**src/rtl/reaction_pkg.sv**
```systemverilog
// ---------------------------------------------------------------------------
// reaction_pkg
//   Shared definitions for the multi-player reaction timer:
//   - state_t      : controller FSM states
//   - LED_ON/OFF   : LED bar patterns
//   - wait_width() : wait-counter width that holds MIN_WAIT + RandomValue
//                    without wrapping
//   - idx_width()  : player-index width, never narrower than one bit
// ---------------------------------------------------------------------------
package reaction_pkg;

  typedef enum logic [2:0] {
    IDLE,
    WAIT,
    LIT,
    REPORT,
    ACKWAIT
  } state_t;

  localparam logic [7:0] LED_ON  = 8'hFF;
  localparam logic [7:0] LED_OFF = 8'h00;

  // One bit wider than the larger addend, so the sum of the floor and the
  // random offset always fits.
  function automatic int wait_width(input int rand_w, input int min_wait);
    int floor_w;
    floor_w = $clog2(min_wait + 1);
    return ((rand_w > floor_w) ? rand_w : floor_w) + 1;
  endfunction

  function automatic int idx_width(input int n);
    return (n > 1) ? $clog2(n) : 1;
  endfunction

endpackage

```
**src/rtl/reaction_tick_gen.sv**
```systemverilog
// ---------------------------------------------------------------------------
// reaction_tick_gen
//   Prescaler producing a one-cycle timing tick every TICK_DIV clocks.
//   A synchronous restart realigns the phase so the first tick lands exactly
//   TICK_DIV cycles after the restart cycle. TICK_DIV=1 ticks every cycle.
// Ports
//   clk      in   system clock
//   rst_n    in   asynchronous active-low reset
//   restart  in   synchronous phase restart
//   tick     out  one-cycle timing pulse
// ---------------------------------------------------------------------------
module reaction_tick_gen #(
  parameter int TICK_DIV = 1
) (
  input  logic clk,
  input  logic rst_n,
  input  logic restart,
  output logic tick
);

  localparam int CNT_W = (TICK_DIV > 1) ? $clog2(TICK_DIV) : 1;

  logic [CNT_W-1:0] cnt;

  assign tick = (cnt == CNT_W'(TICK_DIV - 1));

  always_ff @(posedge clk or negedge rst_n) begin
    if (!rst_n) begin
      cnt <= '0;
    end else if (restart || tick) begin
      cnt <= '0;
    end else begin
      cnt <= cnt + 1'b1;
    end
  end

endmodule

```
**src/rtl/multi_reaction_timer.sv**
```systemverilog
// ---------------------------------------------------------------------------
// multi_reaction_timer
//   N-player reaction-time game controller. A Start edge arms a round and
//   loads a wait of MIN_WAIT + RandomValue ticks; when it expires the LED bar
//   lights and every player's first press is timed against a shared count.
//   Early presses mark a cheat, players still silent at SLOW_LIMIT are marked
//   slow, the earliest capture (lowest index on a tie) is the winner, and the
//   results are offered to the LCD driver with a 4-phase LCDUpdate/LCDAck
//   handshake.
// Optional feature (macro BEST_TIME_EN)
//   Adds BestTime/BestPlayer: the best winning time seen since reset and its
//   holder. Ties keep the earlier holder.
// Ports
//   Clk, Rst       clock, asynchronous active-low reset
//   Start          rising edge arms a round (ignored outside IDLE)
//   Press          per-player buttons, rising edge counts
//   RandomValue    random wait offset, sampled on the arming edge
//   LED            8'hFF while lit, else 8'h00
//   Wait           high during the random wait
//   ReactionTime   player i at [i*TIME_W +: TIME_W]
//   Valid/Cheat/Slow  per-player result flags
//   Winner/WinnerValid  fastest valid player
//   LCDUpdate/LCDAck    result handshake with the display
//   BestTime/BestPlayer (BEST_TIME_EN only)
// ---------------------------------------------------------------------------
module multi_reaction_timer
  import reaction_pkg::*;
#(
  parameter  int NUM_PLAYERS = 4,
  parameter  int TIME_W      = 10,
  parameter  int RAND_W      = 13,
  parameter  int MIN_WAIT    = 1000,
  parameter  int SLOW_LIMIT  = 500,
  parameter  int TICK_DIV    = 1,
  localparam int WIN_W       = idx_width(NUM_PLAYERS)
) (
  input  logic                          Clk,
  input  logic                          Rst,
  input  logic                          Start,
  input  logic [NUM_PLAYERS-1:0]        Press,
  input  logic [RAND_W-1:0]             RandomValue,
  output logic [7:0]                    LED,
  output logic                          Wait,
  output logic [NUM_PLAYERS*TIME_W-1:0] ReactionTime,
  output logic [NUM_PLAYERS-1:0]        Valid,
  output logic [NUM_PLAYERS-1:0]        Cheat,
  output logic [NUM_PLAYERS-1:0]        Slow,
  output logic [WIN_W-1:0]              Winner,
  output logic                          WinnerValid,
  output logic                          LCDUpdate,
`ifdef BEST_TIME_EN
  output logic [TIME_W-1:0]             BestTime,
  output logic [WIN_W-1:0]              BestPlayer,
`endif
  input  logic                          LCDAck
);

  localparam int WAIT_W = wait_width(RAND_W, MIN_WAIT);

  state_t                   state;
  logic                     start_q;
  logic [NUM_PLAYERS-1:0]   press_q;
  logic [WAIT_W-1:0]        wait_cnt;
  logic [TIME_W-1:0]        lit_count;

  logic                     tick;
  logic                     start_edge;
  logic                     arm;
  logic                     at_limit;
  logic [NUM_PLAYERS-1:0]   press_edge;
  logic [NUM_PLAYERS-1:0]   cheat_hit;
  logic [NUM_PLAYERS-1:0]   capture;
  logic [NUM_PLAYERS-1:0]   slow_hit;
  logic [NUM_PLAYERS-1:0]   resolved_next;
  logic [WIN_W-1:0]         first_idx;

  assign start_edge = Start & ~start_q;
  assign arm        = start_edge && (state == IDLE);
  assign at_limit   = (lit_count == TIME_W'(SLOW_LIMIT));

  reaction_tick_gen #(
    .TICK_DIV (TICK_DIV)
  ) u_tick_gen (
    .clk     (Clk),
    .rst_n   (Rst),
    .restart (arm),
    .tick    (tick)
  );

  // Per-player decode. A player is locked once it has cheated, been
  // captured or been declared slow; the SLOW_LIMIT cycle wins over a press.
  for (genvar i = 0; i < NUM_PLAYERS; i++) begin : g_player
    logic locked;
    assign locked           = Cheat[i] | Valid[i] | Slow[i];
    assign press_edge[i]    = Press[i] & ~press_q[i];
    assign cheat_hit[i]     = (state == WAIT) & press_edge[i];
    assign capture[i]       = (state == LIT) & press_edge[i] & ~locked & ~at_limit;
    assign slow_hit[i]      = (state == LIT) & at_limit & ~locked;
    assign resolved_next[i] = Cheat[i] | cheat_hit[i] | Valid[i] | capture[i]
                            | Slow[i] | slow_hit[i];
  end

  // Lowest-index capturing player, used to break ties.
  // NOTE: every always_comb output gets a default first so no path leaves it
  // unassigned; otherwise synthesis infers a latch.
  always_comb begin
    first_idx = '0;
    for (int i = NUM_PLAYERS - 1; i >= 0; i--) begin
      if (capture[i]) first_idx = WIN_W'(i);
    end
  end

`ifdef BEST_TIME_EN
  logic [TIME_W-1:0] winner_time;
  assign winner_time = ReactionTime[Winner*TIME_W +: TIME_W];
`endif

  // NOTE: all state uses non-blocking assignments so every register samples
  // pre-edge values; later assignments in this block override earlier ones,
  // which is how the arming edge clears the per-player results.
  always_ff @(posedge Clk or negedge Rst) begin
    if (!Rst) begin
      state        <= IDLE;
      start_q      <= 1'b0;
      press_q      <= '0;
      wait_cnt     <= '0;
      lit_count    <= '0;
      LED          <= LED_OFF;
      Wait         <= 1'b0;
      ReactionTime <= '0;
      Valid        <= '0;
      Cheat        <= '0;
      Slow         <= '0;
      Winner       <= '0;
      WinnerValid  <= 1'b0;
      LCDUpdate    <= 1'b0;
`ifdef BEST_TIME_EN
      BestTime     <= '1;
      BestPlayer   <= '0;
`endif
    end else begin
      start_q <= Start;
      press_q <= Press;

      // Per-player results; the decode already gates these by state.
      Cheat <= Cheat | cheat_hit;
      Valid <= Valid | capture;
      Slow  <= Slow | slow_hit;
      for (int i = 0; i < NUM_PLAYERS; i++) begin
        if (capture[i]) begin
          ReactionTime[i*TIME_W +: TIME_W] <= lit_count;
        end else if (slow_hit[i]) begin
          ReactionTime[i*TIME_W +: TIME_W] <= TIME_W'(SLOW_LIMIT);
        end
      end
      if ((capture != '0) && !WinnerValid) begin
        Winner      <= first_idx;
        WinnerValid <= 1'b1;
      end

      case (state)
        IDLE: begin
          if (start_edge) begin
            state        <= WAIT;
            Wait         <= 1'b1;
            wait_cnt     <= WAIT_W'(MIN_WAIT) + WAIT_W'(RandomValue);
            ReactionTime <= '0;
            Valid        <= '0;
            Cheat        <= '0;
            Slow         <= '0;
            Winner       <= '0;
            WinnerValid  <= 1'b0;
          end
        end

        WAIT: begin
          if (&resolved_next) begin
            // Everyone cheated: report straight away, LED never lights.
            state     <= REPORT;
            Wait      <= 1'b0;
            LCDUpdate <= 1'b1;
          end else if (tick) begin
            // Lighting on the tick that would bring the count to zero puts
            // LED-on exactly MIN_WAIT + RandomValue ticks after arming.
            if (wait_cnt < WAIT_W'(2)) begin
              state     <= LIT;
              Wait      <= 1'b0;
              LED       <= LED_ON;
              lit_count <= '0;
            end else begin
              wait_cnt <= wait_cnt - 1'b1;
            end
          end
        end

        LIT: begin
          if (tick && (lit_count != '1)) begin
            lit_count <= lit_count + 1'b1;
          end
          if (&resolved_next) begin
            state     <= REPORT;
            LED       <= LED_OFF;
            LCDUpdate <= 1'b1;
          end
        end

        REPORT: begin
`ifdef BEST_TIME_EN
          if (WinnerValid && (winner_time < BestTime)) begin
            BestTime   <= winner_time;
            BestPlayer <= Winner;
          end
`endif
          if (LCDAck) begin
            LCDUpdate <= 1'b0;
            state     <= ACKWAIT;
          end
        end

        ACKWAIT: begin
          if (!LCDAck) state <= IDLE;
        end

        default: state <= IDLE;
      endcase
    end
  end

endmodule

```
**config.mk**
```make
export PLATFORM = sky130hd
export DESIGN_NAME = multi_reaction_timer
export DESIGN_NICKNAME = d
export VERILOG_FILES = /design/src/rtl/reaction_pkg.sv /design/src/rtl/reaction_tick_gen.sv /design/src/rtl/multi_reaction_timer.sv
export SDC_FILE = /design/constraint.sdc
export NUM_CORES = 1
export LEC_CHECK = 0
export CORE_MARGIN = 4
export CORE_UTILIZATION = 52
export CTS_CLUSTER_DIAMETER = 50
export CTS_CLUSTER_SIZE = 25
export DETAILED_ROUTE_END_ITERATION = 16
export GPL_ROUTABILITY_DRIVEN = 1
export PLACE_DENSITY = 0.82
export SETUP_SLACK_MARGIN = 0.2
export SYNTH_ARGS = -nofsm -noshare
export SYNTH_HDL_FRONTEND = slang
export SYNTH_SLANG_ARGS = --single-unit
```
**constraint.sdc**
```tcl
create_clock -name Clk -period 3.3 [get_ports Clk]
set_input_delay 0.495 -clock Clk [delete_from_list [all_inputs] [get_ports Clk]]
set_output_delay 0.495 -clock Clk [all_outputs]
set_load 0.02 [all_outputs]
```
After elaboration in Yosys (flattened, before gate mapping)
Index checks and enable logic that the tools add are counted.
- eq/ne operators: 18
- mux-type cells: 58
- $lt $le $gt $ge: 1
- bitwise logic cells: 68
- $add $sub $neg: 4
- reduce and logical (&&, ||, !) cells: 18
- operators with widths (cell ; number):
    10-bit two-way mux ; 12
    40-bit two-way mux ; 2
    14-bit two-way mux ; 4
    8-bit two-way mux ; 4
    1-bit bitwise OR ; 28
    14-bit one-hot mux with 2 select lines ; 1
    1-bit AND ; 26
    4-bit two-way mux ; 6
    3-bit two-way mux ; 7
    10-bit one-hot mux with 2 select lines ; 1
    8-bit one-hot mux with 2 select lines ; 1
    3-bit one-hot mux with 5 select lines ; 1
    5-bit AND reduction ; 3
    10-bit by 13-bit adder with 14-bit output (first input constant) ; 1
    14-bit by 2-bit less-than comparator with 1-bit output (second input constant) ; 1
    2-bit two-way mux ; 7
    14-bit by 1-bit subtractor with 14-bit output (second input constant) ; 1
    2-bit != test (second input constant) ; 6
    4-bit bitwise OR ; 3
    1-bit NOT ; 11
    10-bit by 1-bit adder with 10-bit output (second input constant) ; 1
    10-bit by 9-bit == test with 1-bit output (second input constant) ; 1
    1-bit two-way mux ; 10
    10-bit != test (second input constant) ; 1
    18 further kinds ; 28
- bits in registers: 98
- logic and storage cells: 182
- output and inout bits: 65
- input bits: 21

Logic depth before layout (Yosys ltp)
Gate-level depths: netlist of the first run.
- depth in word-level cells: 12
- depth in mapped cells: 9
- gate-level depth less buffers: 8

Modules after synthesis
Synthesis of the first run repeated with hierarchy kept, for this count alone.
- cells, all modules: 469
- area total of the unflattened synthesis: 4576.9 sq um
- by module, submodules not included (module ; cells each ; seq. area each (sq um) ; instances ; area each (sq um)):
    multi_reaction_timer ; 466 ; 2252.2 ; 1 ; 4544.4
    reaction_tick_gen ; 3 ; 25.0 ; 1 ; 32.5

Worst setup path before layout of the first run
No wires, ideal clock.
- kind: flip-flop to flip-flop
- from: register wait_cnt[4]
- to: register lit_count[9]
- arrival time: 2.407 ns
- data required time: 3.222 ns
- path buffers: 0
- setup time: 0.078 ns
- cell stages (with the launch flop): 7
- slack: 0.815 ns
- period minus slack after synthesis: 2.485 ns
- cells stage by stage: dfrtp_1 -> or4_4 -> or4_4 -> o31ai_4 -> nand4b_4 -> or3_1 -> a21oi_1
- longest elaborated chain between the ends: 3
- ends and longest elaborated chain (item ; line ; source):
    start, declared ; multi_reaction_timer.sv:63 ; logic [WAIT_W-1:0] wait_cnt;
    start signal, assigned ; multi_reaction_timer.sv:166 ; wait_cnt <= WAIT_W'(MIN_WAIT) + WAIT_W'(RandomValue);
    start signal, assigned ; multi_reaction_timer.sv:191 ; wait_cnt <= wait_cnt - 1'b1;
    14-bit by 2-bit less-than comparator with 1-bit output ; multi_reaction_timer.sv:185 ; if (wait_cnt < WAIT_W'(2)) begin
    2-bit by 1-bit != test with 1-bit output (no line) ; n/a ;
    5-bit AND reduction (no line) ; n/a ;
    end signal, assigned ; multi_reaction_timer.sv:198 ; lit_count <= lit_count + 1'b1;
    end, declared ; multi_reaction_timer.sv:64 ; logic [TIME_W-1:0] lit_count;
Every way passes these cells.
A chain may end at the register's enable or synchronous reset.

Worst setup path in the final report of the first run
- from: register Valid[3]
- to: register wait_cnt[6]
- longest elaborated chain between the ends: 11
- elaborated cells between the ends (all ways): 13
- classes of those cells: 1 x eq/ne; 10 x bitwise; 2 x reduce/logical
- ends and longest elaborated chain (item ; line ; source):
    start, declared ; multi_reaction_timer.sv:45 ; output logic [NUM_PLAYERS-1:0] Valid,
    start signal, assigned ; multi_reaction_timer.sv:147 ; Valid <= Valid | capture;
    1-bit bitwise OR (2 in a row) ; multi_reaction_timer.sv:94 ; assign locked = Cheat[i] | Valid[i] | Slow[i];
    1-bit NOT ; multi_reaction_timer.sv:97, multi_reaction_timer.sv:98 ;
    1-bit AND (2 in a row) ; multi_reaction_timer.sv:97 ; assign capture[i] = (state == LIT) & press_edge[i] & ~locked & ~at_limit;
    1-bit bitwise OR ; multi_reaction_timer.sv:99 ; assign resolved_next[i] = Cheat[i] | cheat_hit[i] | Valid[i] | capture[i]
    1-bit bitwise OR ; multi_reaction_timer.sv:100 ; | Slow[i] | slow_hit[i];
    1-bit bitwise OR * ; multi_reaction_timer.sv:100 ;
    4-bit AND reduction * ; multi_reaction_timer.sv:177 ; if (&resolved_next) begin
    2-bit != test (no line) * ; n/a ;
    5-bit AND reduction (no line) * ; n/a ;
Every way passes the cells marked *; elsewhere a longest branch is shown, timed or not.

==> metrics.yaml, run 1 <==
detail_route.vias_per_cell: 6.15
post_synth_instance_area_um2: 4510
tritoncts: "done"
post_synthesis_net_count: 484
dieHeight_um: 101
insertedDiodeCount: 0
hold_violations: 0
clk_transition_reported_paths_ns: 0.10
grt_start_max_net_pins: 92
drt-initial-drc-count: 321
synth_edf_count: 0
fmax_mhz: 368
post_route_cells_drive_above_1_share_pct: 10.6
status: "completed"
cts_sinks: 91
final.min_clock_period_ns: 2.72
routed_wl_um: 11800
routed_wire_length_per_instance_um: 18.4
clock_latency_ns: 0.36
data_required_time_at_the_worst_endpoint_ns: 3.51
p_per_area_nw_per_um2: 847
async_flop_share_pct: 100
tightestPinTransition_ns: 1.13
critPathLaunchType: "flip-flop"
most_frequent_standard_cell_in_the_layout_excluding_fill_and_tap_cells: "dfrtp_1"
yosys_warnings: 0
final_min_period_over_clock_period_pct: 82.4
detail-route-antenna-nets: 0
wire_length_of_the_first_global_routing_pass_um: 19700
grt_util_all_layers_pct: 24.2
power.static_leakage_nw: 2.44
worst-r2r-cell-count: 6
setup_ws_ns: 0.582
clock_path_buffers: 2
hold_path.class: "input pin to asynchronous set/reset pin"
avgSynthCellArea_um2: 9.83
die-width_um: 101
synthCells: 459
synth.yosys.seq_area_share_pct: 50.5
placement.io_buffers: 85
postSynthRegisterBits: 91
placementRows: 33
drt_first_pass_iters: 5
fin_setup_tns_ns: 0
design.die.area_um2: 10200
synth_cell_types: 57
cts_setup_buffers: 0
r2r_end: "wait_cnt[6]"
cp-endpoint: "wait_cnt[6]"
layout_common_cells: "dfrtp_1 (91), clkdlybuf4s50_1 (84), nand2_1 (52)"
timing.critical_path.arrival_ns: 2.93
worst_setup_path_startpoint: "Valid[3]"
timing.hold.ws_ns: 0.340
layout-area-overhead-vs-synth_pct: 25.7
dominantRegCellSynth: "dfrtp_1"
cts_max_level: 3
cts-root-buf: "clkbuf_8"
timing.final.max_slew_violations: 0
vias_in_the_first_global_route: 3869
hold_buffers: 0
critPathMaxFanout: 13
worst_setup_path_end_kind: "flip-flop"
gp_congestion: 0.875
finClkSkew_ns: 0.00745
placed_area_um2: 5420
core_area_um2: 8340
grt-ovfl-total: 0
number_of_buffers_created_by_cts: 9
post-place-ws_ns: 0.515
initial_utilization_pct: 54.1
r2r_start: "Valid[3]"
layout.nets: 557
layout.cell_area.non_filler_um2: 5670
cap_violations: 0
timing.final.setup_violations: 0
io_pins: 86
place.detailed.hpwl_um: 8470
highest_ir_drop_seen_on_vdd_mv: 0.453
utilization_pct: 68.0
grt_setup_unrepaired: "false"
relSlewSlack_pct: 24.9
timing.setup.critical_path_class: "flip-flop to flip-flop"
num_vias: 3950
grt_antenna_before_repair: 0
reg2reg_setup_slack_ns: 0.58
drc_errors: 0
through the flow:
step / cells / power (mW)
after floorplan: 459 / 2.97
after global placement: 626 / 3.79
after detailed placement: 626 / 3.88
after CTS: 642 / 4.80
after global routing: 642 / 5.09
final: 642 / 4.80
layout make-up:
type	instances	area, µm²
timing repair buffer	94	916
fill	607	2670
clock buffer	9	124
clock inverter	7	124
inverter	6	22.5
multi-input combinational	330	2080
sequential	91	2280
tap	105	131
critical path, cell delays in order (launching register included):
cell	delay (ns)
dfrtp_1	0.40
nor3_1	0.43
nor4_1	0.15
o311ai_2	0.53
nand3_2	0.38
o311ai_0	0.47
o311ai_0	0.20
report_power, final:
group | leakage [nW] | internal [mW] | switching [mW]
Sequential | 1.18 | 1.46 | 0.339
Combinational | 1.14 | 0.944 | 1.13
Clock | 0.126 | 0.511 | 0.416
Yosys cell counts (6+ instances only):
| cell | count | share of area (%) |
|---|---|---|
| o311ai_0 | 6 | 1.2 |
| nor2_1 | 47 | 3.9 |
| nand3_1 | 21 | 2.3 |
| a21oi_1 | 30 | 3.3 |
| xor2_1 | 8 | 1.6 |
| o21ai_0 | 12 | 1.3 |
| clkbuf_1 | 23 | 1.9 |
| dfrtp_1 | 91 | 50 |
| and3_1 | 10 | 1.4 |
| a31oi_1 | 6 | 0.83 |
| o221a_2 | 20 | 5.0 |
| inv_1 | 6 | 0.50 |
| or3_1 | 9 | 1.2 |
| nor4_1 | 6 | 0.83 |
| a211oi_1 | 6 | 1.0 |
| buf_4 | 7 | 1.2 |
| nand2_1 | 52 | 4.3 |
| nor3_1 | 10 | 1.1 |
flip-flops by register name, summed over array words and instances, names as in the netlist, 2 cells and up:
name / flops
state: 3
Cheat: 4
Slow: 4
press_q: 4
ReactionTime: 40
lit_count: 10
Winner: 2
Valid: 4
wait_cnt: 14
how the worst min path moves through the flow:
| stage | slack, ns | to | startpoint | cells after the start |
|---|---|---|---|---|
| final | 0.34 | ReactionTime[24] | Rst | 1 |
| after global routing | 0.45 | ReactionTime[24] | Rst | 1 |
| after CTS | 0.39 | ReactionTime[31] | Rst | 1 |
| after detailed placement | 0.48 | Wait | Wait | 1 |
| after global placement | 0.48 | Wait | Wait | 1 |
| after floorplan | 0.20 | Cheat[0] | Rst | 0 |
kinds of logic after synthesis:
kind of cell	count (synthesis)	share of synthesized area [%]
multiplexers	3	0.666
flip-flops	91	50.5
other	1	0.0831
AO/OA/AOI/OAI	122	20.6
buffers and inverters	38	3.77
XOR/XNOR	13	2.52
adder cells (fa/ha/maj)	4	1.11
AND/OR/NAND/NOR	187	20.7
per-layer routing:
layer	up-vias	track usage, %	part of all wire, %
li1	1848	-	-
met1	1936	34.8	45
met2	153	38.1	48
met3	13	3.37	6.3
met4	0	7.77	1.2
met5	-	0	0
what timing repair did:
action	4_1_cts	5_1_grt
endpoints found under the hold margin	0	0
setup endpoints to repair	0	1
gates resized for setup	0	1
Power figures use the tool's default switching activity.
==> inputs of run 2 (changes only) <==
- clock period: 3.3 -> 2.65 ns (I/O delays scaled with it)
==> metrics.yaml, run 2 (same netlist as run 1, synthesis figures left out) <==
grt_start_max_net_pins: 50  # was 92
cts_max_level: 3  # unchanged
timing.final.setup_violations: 0  # unchanged
layout_common_cells: "dfrtp_1 (89), clkdlybuf4s50_1 (84), nand2_1 (52)"  # was dfrtp_1 (91), clkdlybuf4s50_1 (84), nand2_1 (52)
core_area_um2: 8340  # unchanged
grt_setup_unrepaired: "true"  # was false
critPathLaunchType: "flip-flop"  # unchanged
cts_sinks: 91  # unchanged
detail-route-antenna-nets: 0  # unchanged
p_total_mw: 6.11  # was 4.80 mW
post_route_cells_drive_above_1_share_pct: 16.8  # was 10.6%
placementRows: 33  # unchanged
data_required_time_at_the_worst_endpoint_ns: 2.94  # was 3.51 ns
insertedDiodeCount: 0  # unchanged
largest_register_ff_count: 40  # unchanged
clk_transition_reported_paths_ns: 0.10  # about the same
most_frequent_standard_cell_in_the_layout_excluding_fill_and_tap_cells: "dfrtp_1"  # unchanged
hold_violations: 0  # unchanged
number_of_buffers_created_by_cts: 9  # unchanged
num_vias: 4196  # was 3,950
die-width_um: 101  # unchanged
most_flops_register: "ReactionTime"  # unchanged
largest_registers: "ReactionTime (40), wait_cnt (14), lit_count (10)"  # unchanged
routed_wl_um: 12700  # was 11,800 µm
worst_setup_path_end_kind: "flip-flop"  # unchanged
fin_setup_tns_ns: 0  # unchanged
hold_path.class: "input pin to asynchronous set/reset pin"  # unchanged
relSlewSlack_pct: 57.3  # was 24.9%
drt_first_pass_iters: 5  # unchanged
dieHeight_um: 101  # unchanged
drt-initial-drc-count: 455  # was 321
place.detailed.hpwl_um: 8740  # was 8470 µm
grt-ovfl-total: 0  # unchanged
placement.io_buffers: 85  # unchanged
vias_in_the_first_global_route: 4010  # was 3,869
hold_buffers: 0  # unchanged
layout-area-overhead-vs-synth_pct: 30.8  # was 25.7%
design.die.area_um2: 10200  # unchanged
final_min_period_over_clock_period_pct: 95.9  # was 82.4%
grt_util_all_layers_pct: 24.9  # was 24.2%
power.static_leakage_nw: 2.57  # was 2.44 nW
worst-r2r-cell-count: 6  # unchanged
finClkSkew_ns: 0.0118  # was 0.00745 ns
cts-root-buf: "clkbuf_8"  # unchanged
layout.nets: 584  # was 557
critical_path.slowest_cell: "or4_4"  # was o311ai_2
status: "completed"  # unchanged
wire_length_of_the_first_global_routing_pass_um: 20300  # was 19,700 µm
grt_antenna_before_repair: 0  # unchanged
routed_wire_length_per_instance_um: 19.0  # was 18.4 µm
cap_violations: 0  # unchanged
timing.hold.ws_ns: 0.0564  # was 0.340 ns
critPathMostFrequentCell: "or4_4"  # was o311ai_0
timing.critical_path.arrival_ns: 2.83  # was 2.93 ns
detail_route.vias_per_cell: 6.27  # was 6.15
utilization_pct: 70.8  # was 68.0%
drc_errors: 0  # unchanged
final.min_clock_period_ns: 2.54  # was 2.72 ns
tightestPinTransition_ns: 0.641  # was 1.13 ns
tritoncts: "done"  # unchanged
fmax_mhz: 393  # was 368 MHz
timing.setup.critical_path_class: "flip-flop to flip-flop"  # unchanged
gp_congestion: 0.943  # was 0.875
crit_chain: "or4_4 -> or4_4 -> o31ai_4 -> nand4b_4 -> or3_4 -> a21oi_2"  # was nor3_1 -> nor4_1 -> o311ai_2 -> nand3_2 -> o311ai_0 -> o311ai_0
p_per_area_nw_per_um2: 1030  # was 847 nW/µm²
highest_ir_drop_seen_on_vdd_mv: 0.553  # was 0.453 mV
critPathMaxStageDelay_ns: 0.56  # was 0.53 ns
clock_latency_ns: 0.36  # about the same
timing.final.max_slew_violations: 0  # unchanged
critPathMaxFanout: 5  # was 13
clock_path_buffers: 2  # unchanged
initial_utilization_pct: 54.1  # unchanged
io_pins: 86  # unchanged
## run 2: routing by layer
layer | vias to the layer above | wire length, µm | GRT usage [%]
met5 | - | 0 | 0
met3 | 22 | 957 | 3.37
met4 | 0 | 200 | 8.28
met2 | 219 | 6020 | 39.0
met1 | 2055 | 5520 | 36.2
li1 | 1900 | - | -
## run 2: power by group
group          leakage [nW]  total, mW  internal [mW]  switching, mW
combinational          1.29       2.90           1.35           1.56
sequential             1.18       2.22           1.83          0.390
clock                 0.103      0.987          0.455          0.533
## run 2: path summary, 6_finish.rpt
check,slack (ns),end,from
max in group asynchronous,1.92,state[2],Rst
worst min register to register,0.48,Wait,Wait
worst max-delay path,0.11,lit_count[7],wait_cnt[7]
min in group Clk,0.48,Wait,Wait
worst min-delay path,0.06,ReactionTime[24],Rst
worst max register to register,0.11,lit_count[7],wait_cnt[7]
## run 2: cell type report
cell class / instances / area [µm²]
clock buffers: 9 / 124
multi-input cells: 330 / 2130
fillers: 613 / 2440
inverters: 6 / 22.5
flip-flops and latches: 91 / 2280
repair buffers: 121 / 1130
clock inverters: 7 / 83.8
well taps: 105 / 131
## run 2: worst max-delay path: cells and delay by family (launching register included)
family           cells  cell delay, ns
AO/OA/AOI/OAI        2            0.41
AND/OR/NAND/NOR      4            1.66
flip-flops           1            0.41
## run 2: metrics by stage
step | instance area, µm² | std cells | setup WS, ns
global placement | 5570 | 644 | 0.121
finish | 5900 | 669 | 0.108
CTS | 5820 | 664 | 0.171
detailed placement | 5570 | 644 | 0.0585
global route | 5900 | 669 | 0.0543
floorplan | 4510 | 459 | 0.171
## run 2: repair_timing
action                                 CTS  global route
pin swaps                                2             3
gates resized for setup                  3            14
setup endpoints to repair               14            39
buffers inserted                         4             4
gates cloned                             0             1
endpoints found under the hold margin    0             0
==> inputs of run 3 (changes only) <==
- CORE_MARGIN: 4 -> unset
- TNS_END_PERCENT: unset -> 20
==> metrics.yaml, run 3 (same netlist as run 1, synthesis figures left out) <==
critPathLaunchType: "flip-flop"  # unchanged
critPathMaxStageDelay_ns: 0.56  # about the same
routed_wire_length_per_instance_um: 18.2  # was 19.0 µm
largest_register_ff_count: 40  # unchanged
tritoncts: "done"  # unchanged
largest_registers: "ReactionTime (40), wait_cnt (14), lit_count (10)"  # unchanged
insertedDiodeCount: 0  # unchanged
hold_path.class: "input pin to asynchronous set/reset pin"  # unchanged
vias_in_the_first_global_route: 3906  # was 4,010
routed_wl_um: 12200  # was 12,700 µm
worst_setup_path_startpoint: "wait_cnt[6]"  # was wait_cnt[7]
placementRows: 33  # unchanged
clock_latency_ns: 0.37  # was 0.36 ns
cap_violations: 0  # unchanged
grt_setup_unrepaired: "true"  # unchanged
detail_route.vias_per_cell: 6.15  # was 6.27
critPathMaxFanout: 4  # was 5
number_of_buffers_created_by_cts: 9  # unchanged
grt_antenna_before_repair: 0  # unchanged
critPathMostFrequentCell: "or4_4"  # unchanged
dieHeight_um: 95.2  # was 101 µm
r2r_start: "wait_cnt[6]"  # was wait_cnt[7]
timing.final.max_slew_violations: 0  # unchanged
layout.filler_cells: 624  # was 613
io_pins: 86  # unchanged
finClkSkew_ns: 0.0133  # was 0.0118 ns
grt-ovfl-total: 0  # unchanged
fin_setup_tns_ns: 0  # unchanged
relSlewSlack_pct: 59.4  # was 57.3%
layout_common_cells: "dfrtp_1 (90), clkdlybuf4s50_1 (84), nand2_1 (52)"  # was dfrtp_1 (89), clkdlybuf4s50_1 (84), nand2_1 (52)
most_flops_register: "ReactionTime"  # unchanged
crit_chain: "or4_4 -> or4_4 -> a21o_1 -> and3_4 -> a211o_1 -> a32o_1"  # was or4_4 -> or4_4 -> o31ai_4 -> nand4b_4 -> or3_4 -> a21oi_2
status: "finished with violations"  # was completed
final.min_clock_period_ns: 2.47  # was 2.54 ns
detail-route-antenna-nets: 0  # unchanged
tightestPinTransition_ns: 0.604  # was 0.641 ns
clock_path_buffers: 2  # unchanged
hold_violations: 3  # was 0
power.static_leakage_nw: 2.57  # about the same
data_required_time_at_the_worst_endpoint_ns: 2.90  # was 2.94 ns
cp-endpoint: "wait_cnt[9]"  # was lit_count[7]
reg2reg_setup_slack_ns: 0.18  # was 0.11 ns
timing.critical_path.arrival_ns: 2.72  # was 2.83 ns
p_per_area_nw_per_um2: 1020  # was 1030 nW/µm²
highest_ir_drop_seen_on_vdd_mv: 0.572  # was 0.553 mV
initial_utilization_pct: 54.4  # was 54.1%
most_frequent_standard_cell_in_the_layout_excluding_fill_and_tap_cells: "dfrtp_1"  # unchanged
clk_transition_reported_paths_ns: 0.10  # about the same
r2r_end: "wait_cnt[9]"  # was lit_count[7]
timing.final.setup_violations: 0  # unchanged
final_min_period_over_clock_period_pct: 93.3  # was 95.9%
placement.io_buffers: 85  # unchanged
design.die.area_um2: 9050  # was 10,200 µm²
die-width_um: 95.2  # was 101 µm
hold_buffers: 0  # unchanged
drt_first_pass_iters: 5  # unchanged
cts_max_level: 3  # unchanged
layout.nets: 586  # was 584
cts_sinks: 91  # unchanged
post_route_cells_drive_above_1_share_pct: 15.9  # was 16.8%
fmax_mhz: 404  # was 393 MHz
core_area_um2: 8300  # was 8340 µm²
timing.setup.critical_path_class: "flip-flop to flip-flop"  # unchanged
worst_setup_path_end_kind: "flip-flop"  # unchanged
grt_util_all_layers_pct: 28.4  # was 24.9%
worst-r2r-cell-count: 6  # unchanged
gp_congestion: 0.904  # was 0.943
failing_checks: "negative hold slack"
cts-root-buf: "clkbuf_8"  # unchanged
num_vias: 4125  # was 4,196
critical_path.slowest_cell: "or4_4"  # unchanged
layout-area-overhead-vs-synth_pct: 30.3  # was 30.8%
drt-initial-drc-count: 347  # was 455
drc_errors: 0  # unchanged
grt_start_max_net_pins: 54  # was 50
timing.hold.ws_ns: -0.00945  # was 0.0564 ns
place.detailed.hpwl_um: 8620  # was 8740 µm
wire_length_of_the_first_global_routing_pass_um: 19600  # was 20,300 µm
## run 3: worst min-delay path by stage
stage          startpoint                to  slack [ns]  cells after the start
4_1_cts               Rst  ReactionTime[28]       0.008                      1
6_report              Rst  ReactionTime[28]      -0.009                      1
3_5_place_dp          Rst  ReactionTime[28]        0.41                      1
2_1_floorplan         Rst          Cheat[0]        0.10                      0
5_1_grt               Rst  ReactionTime[28]        0.03                      1
3_3_place_gp          Rst  ReactionTime[28]        0.40                      1
## run 3: area by class of cell
| type | count | area (µm²) | share of cell area [%] |
|---|---|---|---|
| sequential | 91 | 2280 | 38.8 |
| multi-input combinational | 330 | 2110 | 35.9 |
| timing repair buffer | 123 | 1150 | 19.5 |
| clock buffer | 11 | 131 | 2.23 |
| tap | 105 | 131 | 2.23 |
| clock inverter | 5 | 61.3 | 1.04 |
| inverter | 6 | 22.5 | 0.383 |
## run 3: worst max-delay path, delay by kind of cell (launching register included)
family          cells  cell delay (ns)
flops               1             0.40
compound gates      3             0.67
simple gates        3             1.29
## run 3: layer usage
| layer | vias to the layer above | track usage [%] | part of all wire, % |
|---|---|---|---|
| met3 | 21 | 3.83 | 6.3 |
| met1 | 1999 | 40.3 | 45 |
| li1 | 1910 | - | - |
| met2 | 195 | 44.3 | 47 |
| met4 | 0 | 10.6 | 2.0 |
| met5 | - | 0 | 0 |
## run 3: timing repair
item                       CTS  global route
buffers inserted             5             2
pin swaps                    2             2
gates resized for setup      1             8
setup endpoints to repair    9            32
## run 3: through the flow
| step | setup slack, ns | instances | util, % | area, µm² | power, mW |
|---|---|---|---|---|---|
| after CTS | 0.191 | 669 | 70.3 | 5830 | 5.92 |
| after detailed placement | 0.0704 | 648 | 67.4 | 5600 | 4.92 |
| final | 0.177 | 671 | 70.8 | 5880 | 6.00 |
| after floorplan | 0.165 | 459 | - | 4510 | 3.70 |
| after global routing | 0.0997 | 671 | 70.8 | 5880 | 6.33 |
| after global placement | 0.100 | 648 | 67.4 | 5600 | 4.83 |
## run 3: power by group
| part | switching, mW | internal (mW) | total, mW |
|---|---|---|---|
| logic | 1.52 | 1.34 | 2.86 |
| registers | 0.363 | 1.83 | 2.19 |
| clock network | 0.507 | 0.444 | 0.951 |
